[config.mk]
export PLATFORM = sky130hd
export DESIGN_NAME = cmsdk_ahb_matrix_decoder_param
export DESIGN_NICKNAME = d
export VERILOG_FILES = /design/src/rtl/cmsdk_ahb_matrix_pkg.sv /design/src/rtl/cmsdk_ahb_matrix_dft_slv_err.sv /design/src/rtl/cmsdk_ahb_matrix_decoder_param.sv
export SDC_FILE = /design/constraint.sdc
export NUM_CORES = 1
export LEC_CHECK = 0
export CORE_AREA = 3 3 94 96
export CTS_CLUSTER_DIAMETER = 150
export DETAILED_ROUTE_END_ITERATION = 8
export DIE_AREA = 0 0 97 99
export PLACE_DENSITY = 0.72
export SLEW_MARGIN = 20
export SYNTH_ARGS = -nofsm -noshare
export SYNTH_HDL_FRONTEND = slang
export SYNTH_SLANG_ARGS = --single-unit
[constraint.sdc]
create_clock -name HCLK -period 2.2 [get_ports HCLK]
set_input_delay 0.33 -clock HCLK [delete_from_list [all_inputs] [get_ports HCLK]]
set_output_delay 0.33 -clock HCLK [all_outputs]
set_load 0.02 [all_outputs]
[src/rtl/cmsdk_ahb_matrix_pkg.sv]
// Shared constants and types for the CMSDK AHB bus matrix input-port decoders.
package cmsdk_ahb_matrix_pkg;

  localparam logic [1:0] TRN_IDLE   = 2'b00;
  localparam logic [1:0] TRN_BUSY   = 2'b01;
  localparam logic [1:0] TRN_NONSEQ = 2'b10;
  localparam logic [1:0] TRN_SEQ    = 2'b11;

  localparam logic [1:0] RSP_OKAY  = 2'b00;
  localparam logic [1:0] RSP_ERROR = 2'b01;

  typedef logic [1:0] dft_state_t;

  localparam dft_state_t DFT_IDLE = 2'd0;
  localparam dft_state_t DFT_ERR1 = 2'd1;
  localparam dft_state_t DFT_ERR2 = 2'd2;

  // NONSEQ and SEQ both carry a real transfer; IDLE and BUSY do not.
  function automatic logic is_xfer(input logic [1:0] trans);
    return trans[1];
  endfunction

endpackage

[src/rtl/cmsdk_ahb_matrix_dft_slv_err.sv]
// Default slave for unmapped addresses: two-cycle ERROR response state machine
// plus a saturating count of the transfers it has rejected.
module cmsdk_ahb_matrix_dft_slv_err
  import cmsdk_ahb_matrix_pkg::*;
#(
  parameter int CNT_W = 8
) (
  input  logic             HCLK,
  input  logic             HRESETn,
  input  logic             xfer_req,
  input  logic             err_cnt_clr,
  output dft_state_t       state,
  output logic [CNT_W-1:0] err_cnt
);

  dft_state_t       state_q, state_d;
  logic [CNT_W-1:0] err_cnt_q, err_cnt_d;
  logic             err_start;

  // ERR1 ignores new requests: it is the stall cycle, so the input stage
  // cannot be presenting an accepted transfer while it is active.
  always_comb begin
    state_d = state_q;
    case (state_q)
      DFT_IDLE: if (xfer_req) state_d = DFT_ERR1;
      DFT_ERR1: state_d = DFT_ERR2;
      DFT_ERR2: state_d = xfer_req ? DFT_ERR1 : DFT_IDLE;
      default:  state_d = DFT_IDLE;
    endcase
  end

  assign err_start = (state_d == DFT_ERR1) && (state_q != DFT_ERR1);

  always_comb begin
    err_cnt_d = err_cnt_q;
    if (err_cnt_clr) begin
      err_cnt_d = '0;
    end else if (err_start && !(&err_cnt_q)) begin
      err_cnt_d = err_cnt_q + 1'b1;
    end
  end

  always_ff @(posedge HCLK or negedge HRESETn) begin
    if (!HRESETn) begin
      state_q   <= DFT_IDLE;
      err_cnt_q <= '0;
    end else begin
      state_q   <= state_d;
      err_cnt_q <= err_cnt_d;
    end
  end

  assign state   = state_q;
  assign err_cnt = err_cnt_q;

endmodule

[src/rtl/cmsdk_ahb_matrix_decoder_param.sv]
// Input-port address decoder for the AHB bus matrix: address-phase one-hot
// select with optional region-0 remap, data-phase response mux, default slave.
module cmsdk_ahb_matrix_decoder_param
  import cmsdk_ahb_matrix_pkg::*;
#(
  parameter int                                NUM_PORTS    = 2,
  parameter int                                ADDR_LO      = 10,
  parameter int                                UW           = 32,
  parameter logic [NUM_PORTS*(32-ADDR_LO)-1:0] REGION_BASE  = '0,
  parameter logic [NUM_PORTS*(32-ADDR_LO)-1:0] REGION_LIMIT = '0,
  parameter logic [31-ADDR_LO:0]               REMAP_BASE   = '0,
  parameter int                                CNT_W        = 8
) (
  input  logic                    HCLK,
  input  logic                    HRESETn,
  input  logic                    HREADYS,
  input  logic                    sel_dec,
  input  logic [31-ADDR_LO:0]     decode_addr_dec,
  input  logic [1:0]              trans_dec,
  input  logic                    remap_dec,
  input  logic [NUM_PORTS-1:0]    active_vec,
  input  logic [NUM_PORTS-1:0]    readyout_vec,
  input  logic [2*NUM_PORTS-1:0]  resp_vec,
  input  logic [32*NUM_PORTS-1:0] rdata_vec,
  input  logic [UW*NUM_PORTS-1:0] ruser_vec,
  input  logic                    err_cnt_clr,
  output logic [NUM_PORTS-1:0]    sel_vec,
  output logic                    active_dec,
  output logic                    HREADYOUTS,
  output logic [1:0]              HRESPS,
  output logic [31:0]             HRDATAS,
  output logic [UW-1:0]           HRUSERS,
  output logic [CNT_W-1:0]        err_cnt
);

  localparam int AW = 32 - ADDR_LO;
  localparam int PW = $clog2(NUM_PORTS + 1);
  localparam logic [PW-1:0] DFT_IDX = PW'(NUM_PORTS);

  logic [AW-1:0]        base_v  [NUM_PORTS];
  logic [AW-1:0]        limit_v [NUM_PORTS];
  logic [NUM_PORTS-1:0] hit_vec;
  logic [PW-1:0]        decoded_port;
  logic [PW-1:0]        addr_port;
  logic [PW-1:0]        data_port_q, data_port_d;
  logic                 xfer_req;
  dft_state_t           dft_state;

  // Remap moves region 0 to REMAP_BASE while keeping its size.
  always_comb begin
    for (int i = 0; i < NUM_PORTS; i++) begin
      base_v[i]  = REGION_BASE[i*AW +: AW];
      limit_v[i] = REGION_LIMIT[i*AW +: AW];
    end
    if (remap_dec) begin
      base_v[0]  = REMAP_BASE;
      limit_v[0] = REMAP_BASE + (REGION_LIMIT[AW-1:0] - REGION_BASE[AW-1:0]);
    end
  end

  always_comb begin
    for (int i = 0; i < NUM_PORTS; i++) begin
      hit_vec[i] = (decode_addr_dec >= base_v[i]) && (decode_addr_dec <= limit_v[i]);
    end
  end

  always_comb begin
    decoded_port = DFT_IDX;
    for (int i = NUM_PORTS - 1; i >= 0; i--) begin
      if (hit_vec[i]) decoded_port = PW'(i);
    end
  end

  // An IDLE address phase keeps pointing at the current data-phase port so
  // output stages are not reselected across IDLE gaps.
  assign addr_port = (trans_dec == TRN_IDLE) ? data_port_q : decoded_port;

  always_comb begin
    active_dec = 1'b1;
    for (int i = 0; i < NUM_PORTS; i++) begin
      sel_vec[i] = sel_dec && (addr_port == PW'(i));
      if (addr_port == PW'(i)) active_dec = active_vec[i];
    end
  end

  // Handshake: an address phase is accepted on the HCLK edge where HREADYS=1;
  // the data phase then completes on the first edge where HREADYOUTS=1.
  assign data_port_d = HREADYS ? addr_port : data_port_q;

  always_ff @(posedge HCLK or negedge HRESETn) begin
    if (!HRESETn) begin
      data_port_q <= '0;
    end else begin
      data_port_q <= data_port_d;
    end
  end

  assign xfer_req = (addr_port == DFT_IDX) && sel_dec && is_xfer(trans_dec) && HREADYS;

  cmsdk_ahb_matrix_dft_slv_err #(
    .CNT_W (CNT_W)
  ) u_dft_slv_err (
    .HCLK        (HCLK),
    .HRESETn     (HRESETn),
    .xfer_req    (xfer_req),
    .err_cnt_clr (err_cnt_clr),
    .state       (dft_state),
    .err_cnt     (err_cnt)
  );

  always_comb begin
    HREADYOUTS = (dft_state != DFT_ERR1);
    HRESPS     = (dft_state == DFT_IDLE) ? RSP_OKAY : RSP_ERROR;
    HRDATAS    = '0;
    HRUSERS    = '0;
    for (int i = 0; i < NUM_PORTS; i++) begin
      if (data_port_q == PW'(i)) begin
        HREADYOUTS = readyout_vec[i];
        HRESPS     = resp_vec[2*i +: 2];
        HRDATAS    = rdata_vec[32*i +: 32];
        HRUSERS    = ruser_vec[UW*i +: UW];
      end
    end
  end

endmodule

; After elaboration in Yosys (flattened, before gate mapping)
; Index checks and enable logic that the tools add are counted.
[op_classes]
n_addsub = 1
reduce_logical = 15
mux = 18
eq_ne = 7
n_lt_le_gt_ge = 2
[ops]
columns = op, n
row1 = $mux W32, 4
row2 = $ge A22 B1 Y1 const B, 1
row3 = $le A22 B1 Y1 const B, 1
row4 = $mux W8, 2
row5 = $mux W2, 5
row6 = $add A8 B1 Y8 const B, 1
row7 = $eq A2 B1 Y1 const B, 4
row8 = $logic_and A1 B1 Y1, 8
row9 = $logic_not A2 Y1, 4
row10 = $reduce_and A8 Y1, 1
row11 = $mux W1, 6
row12 = $pmux W2 S3, 1
row13 = $eq A2 B2 Y1 const B, 2
row14 = $ne A2 B1 Y1 const B, 1
row15 = $reduce_bool A2 Y1, 1
row16 = $logic_not A1 Y1, 1
[totals]
word_cells = 46
out_inout_bits = 78
regBits = 12
in_bits = 166

; Logic depth before layout (Yosys ltp)
[depth]
word_depth = 15
depth_mapped = 6
depth_no_buf = 5

; Cells and area by module
; A second synthesis with hierarchy kept.
[unflattened]
cells_unflattened = 228
hier_area_um2 = 1726.7
[by_module_without_submodules]
columns = module, area_per_inst_um2, instances, cells_each, seq_area_each_um2
row1 = cmsdk_ahb_matrix_decoder_param, 1222.4, 1, 181, 50.0
row2 = cmsdk_ahb_matrix_dft_slv_err, 504.2, 1, 47, 250.2

; Worst setup path before layout
; No wires, ideal clock.
[synth_timing]
path_type = input -> output
start = in decode_addr_dec[18]
end = out sel_vec[0]
path_buffers = 0
arrival_ps = 1484
required_time_ps = 1870
slack_ps = 386
cell_stages = 5
cell_sequence = nor4_1 nand4_1 or2_2 o21ai_0 and3_1
[synth_between]
elab_chain_len = 6
elab_cells_between_ends = 7
classes_between = 2 x order compare / 2 x mux / 3 x reduce/logical
[synth_rtl]
columns = element, line
row1 = from (decl), cmsdk_ahb_matrix_decoder_param.sv:18  ; input logic [31-ADDR_LO:0] decode_addr_dec,
row2 = $ge A22 B1 Y1 / $le A22 B1 Y1 (equally long branches), cmsdk_ahb_matrix_decoder_param.sv:63  ; hit_vec[i] = (decode_addr_dec >= base_v[i]) && (decode_addr_dec <= limit_v[i]);
row3 = $logic_and A1 B1 Y1 (*), cmsdk_ahb_matrix_decoder_param.sv:63
row4 = $mux W2 (*), cmsdk_ahb_matrix_decoder_param.sv:70  ; if (hit_vec[i]) decoded_port = PW'(i);
row5 = $mux W2 (*), cmsdk_ahb_matrix_decoder_param.sv:76  ; assign addr_port = (trans_dec == TRN_IDLE) ? data_port_q : decoded_port;
row6 = $logic_not A2 Y1 (*), cmsdk_ahb_matrix_decoder_param.sv:81  ; sel_vec[i] = sel_dec && (addr_port == PW'(i));
row7 = $logic_and A1 B1 Y1 (*), cmsdk_ahb_matrix_decoder_param.sv:81
row8 = to (decl), cmsdk_ahb_matrix_decoder_param.sv:27  ; output logic [NUM_PORTS-1:0] sel_vec,
; Every way passes the cells marked *; elsewhere a longest branch is shown, timed or not.

; Worst setup path in the final report
[layout_timing]
start = in decode_addr_dec[8]
end = out sel_vec[0]
; The elaborated chain is that of the path after synthesis.

==> results by group <==
GRT
  • Vias in the first global route: between 2000 and 3000
  • Tot GR Track Use: 17.55%
  • Largest net degree at the start of global routing: 40
  • Antenna violations before repair: 0
  • Grt ovf: 0
  • Global-route wire length before repair: about 14000 um

Setup path
  • CP Launch Type: input port
  • R2R Path End: u_dft_slv_err.err_cnt[2]$_DFFE_PN0P_
  • Crit. Startpoint: decode_addr_dec[8]
  • CP max stage cell: clkdlybuf4s50_1
  • CP Class: input port to output pin
  • CP cell instances: clkdlybuf4s50_1, nor4_2, nand3_1, or2_4, o21ai_4, and3_4, buf_6
  • Critical Path End: sel_vec[0]
  • Maximum fanout along the worst path: 3
  • Worst path max stage delay: around 0.42 ns
  • CP Capture Type: output pin
  • Critical Path RT: ~1.9 ns
  • Reg2reg path depth: 5
  • R2r setup slk: between 0.3 and 0.4 ns
  • WP data arrival: about 1.9 ns
  • Reg2reg start: u_dft_slv_err.err_cnt[0]$_DFFE_PN0P_

Timing
  • Crit path time final: roughly 2.2 ns
  • Min setup slack post-route: -0.007354 ns
  • Final Slew Violations: 0
  • Worst-margin pin slew: 0.5865 ns
  • Setup TNS: -0.007354 ns
  • Fmax: 0.4530 GHz
  • Clock Skew: around 0.0019 ns
  • Final Setup Violations: 1
  • Fin. Hold Viols: 0
  • Period utilization: 100.3%
  • Max_slew headroom: about three fifths
  • Fin Hold WS: roughly 0.45 ns

Layout
  • Post-synthesis to final-layout area growth: 166.2%
  • Area of the multi-input gates: approximately 1400 sq um
  • Cell Count, Final, Fillers Out: 576
  • NumNets Final: 639
  • Number of fill cells in the layout: 761
  • Flip-flop and latch area: between 300 and 400 sq um
  • Commonest non-fill, non-tap cell in the layout: clkdlybuf4s50_1
  • Commonest cells after routing, fill and taps aside: clkdlybuf4s50_1, nor2_1, mux2i_1, dlymetal6s2s_1, dlygate4sd2_1
  • Fraction of layout cells with a size suffix above 1: 8.705%
  • Antenna Cells: 0

Floorplan
  • I/O pin cnt: between 200 and 250
  • Die height: ~99 um
  • Die Area: 9603 sq um
  • Row Count: 33
  • Core Region: 8134 sq um
  • Die width: approximately 97 um
  • Initial Util: a little over a fifth

Place
  • HPWL Detailed: between 7000 and 8000 um
  • Buffers on Ports: around 240
  • Placer Congestion: 0.8197
  • Placed insts: 568
  • Dpl ws: -0.7532 ns

Worst hold path
  • HP Class: flip-flop to flip-flop

Route
  • Wire length per cell: about 16 um
  • Drt first pass iters: 5
  • Number of vias after detailed routing: between 2000 and 3000
  • Residual DRC: 0
  • Final ANT Viol Nets: 0
  • Drt total wl: 9267 um
  • Vias per cell: 4.474
  • Number of DRC markers in iteration 0: 42

Logic synthesis
  • Synth Cell Area: between 1500 and 2000 sq um
  • Netlist cell types: 33
  • Area contributors post-synth: mux2i_1, dfrtp_1, nor2_1
  • Syn avg cell area: roughly 7.5 sq um
  • Post-Synthesis Cells: between 200 and 250
  • Synth warnings: 0
  • Share of the synthesized area in the top cell type: roughly two fifths
  • Synth area leader: mux2i_1
  • Synth Register Bits: 12
  • Syn Nets: approximately 390
  • Post-synthesis sequential area ratio: between 15 and 20%

CTS
  • CTS root buffer: clkbuf_8
  • Num CTS Buffers: 3
  • CTS Buffer Depth: 2
  • Clk sinks: 12
  • Clk_lat worst skew: 0.24 ns
  • Clock slew at reported path FFs: roughly 0.050 ns
  • CTS tree: yes
  • H-tree depth: 1

Power
  • Leakage: 2.381 nW
  • Peak supply drop: between 0.0001 and 0.00015 V
  • Pwr dens: about 180 nW/um^2
  • Total Power: between 0.8 and 0.9 mW

Run
  • Max cap viols: 0

Outcome
  • Failing checks: setup timing
  • Status: finished with violations
## worst max-delay path, delay by kind of cell
| kind | cells | cell delay [ns] |
|---|---|---|
| AO/OA/AOI/OAI | 1 | 0.09 |
| buffers and inverters | 2 | 0.53 |
| AND/OR/NAND/NOR | 4 | 0.92 |
## what timing repair did
item | CTS | global route
setup buffers | 3 | 1
pin swaps | 7 | 8
endpoints found under the setup margin | 61 | 36
hold buffers | 0 | 0
gates resized for setup | 62 | 50
## state kept, by name, indices dropped and copies added (netlist names)
name,flops
u_dft_slv_err.err_cnt,8
data_port_q,2
u_dft_slv_err.state,2
## synth_stat cells
| cell | count |
|---|---|
| nor2_1 | 71 |
| mux2i_1 | 66 |
| dfrtp_1 | 12 |
| a21oi_1 | 9 |
| clkbuf_1 | 9 |
| buf_2 | 7 |
| nand3_1 | 6 |
| o21ai_0 | 6 |
| nor4_1 | 5 |
| nand4_1 | 4 |
| nor2b_1 | 4 |
| nand2_1 | 3 |
| a211oi_1 | 2 |
| inv_1 | 2 |
| or2_2 | 2 |
| or3_1 | 2 |
| a21boi_0 | 1 |
| a41oi_2 | 1 |
| and2_2 | 1 |
| and3_1 | 1 |
| and4_4 | 1 |
| buf_1 | 1 |
| buf_6 | 1 |
| ha_1 | 1 |
| nand4b_1 | 1 |
| nand4bb_1 | 1 |
| nor3_1 | 1 |
| o21a_1 | 1 |
| o21ai_2 | 1 |
| o21ba_2 | 1 |
| or3_2 | 1 |
| or4_1 | 1 |
| xor2_1 | 1 |
## final cells by class
type	instances	share of cell area, %
clock buffer	4	0.9994
inverter	2	0.1666
multi-input combinational	195	30.18
sequential	12	6.774
tap	105	2.915
timing repair buffer	258	58.97
## worst min-delay path by stage
stage	cells past startpoint	to	startpoint	slack, ns
floorplan	0	data_port_q[0]$_DFFE_PN0P_	HRESETn	0.03
global placement	1	u_dft_slv_err.state[1]$_DFF_PN0_	u_dft_slv_err.state[1]$_DFF_PN0_	0.45
detailed placement	1	u_dft_slv_err.state[1]$_DFF_PN0_	u_dft_slv_err.state[1]$_DFF_PN0_	0.45
CTS	1	u_dft_slv_err.state[1]$_DFF_PN0_	u_dft_slv_err.state[1]$_DFF_PN0_	0.46
global route	1	u_dft_slv_err.state[1]$_DFF_PN0_	u_dft_slv_err.state[1]$_DFF_PN0_	0.48
finish	1	u_dft_slv_err.state[1]$_DFF_PN0_	u_dft_slv_err.state[1]$_DFF_PN0_	0.45
## kinds of logic after synthesis
logic type,synth area share [%]
and+or+nand+nor,28.31
muxes,39.02
AOI/OAI and AO/OA,8.278
buffers and inverters,5.395
DFF,17.74
xor gates and xnor gates,0.5175
adders and majority gates,0.7390
## metrics by stage
stage / area, sq um / util, %
4_1_cts: 4364 / 53.65
3_5_place_dp: 4295 / 52.81
2_1_floorplan: 1693 / -
3_3_place_gp: 4295 / 52.81
5_1_grt: 4507 / 55.41
6_report: 4507 / 55.41
## per-layer routing
metal  vias to the layer above  global-route usage, %  routed length, um
li1                       1286                      -                  -
met1                      1168                  17.11               2922
met5                         -                      0                  0
met4                         0                  1.512                 63
met3                         6                  6.865                900
met2                       117                  35.83               5380
## where the power goes
part           internal [mW]  switching, mW
Clock                  0.128         0.0798
Sequential             0.224        0.00374
Combinational          0.287         0.0878
No activity file was read; power rests on OpenSTA's default activity.
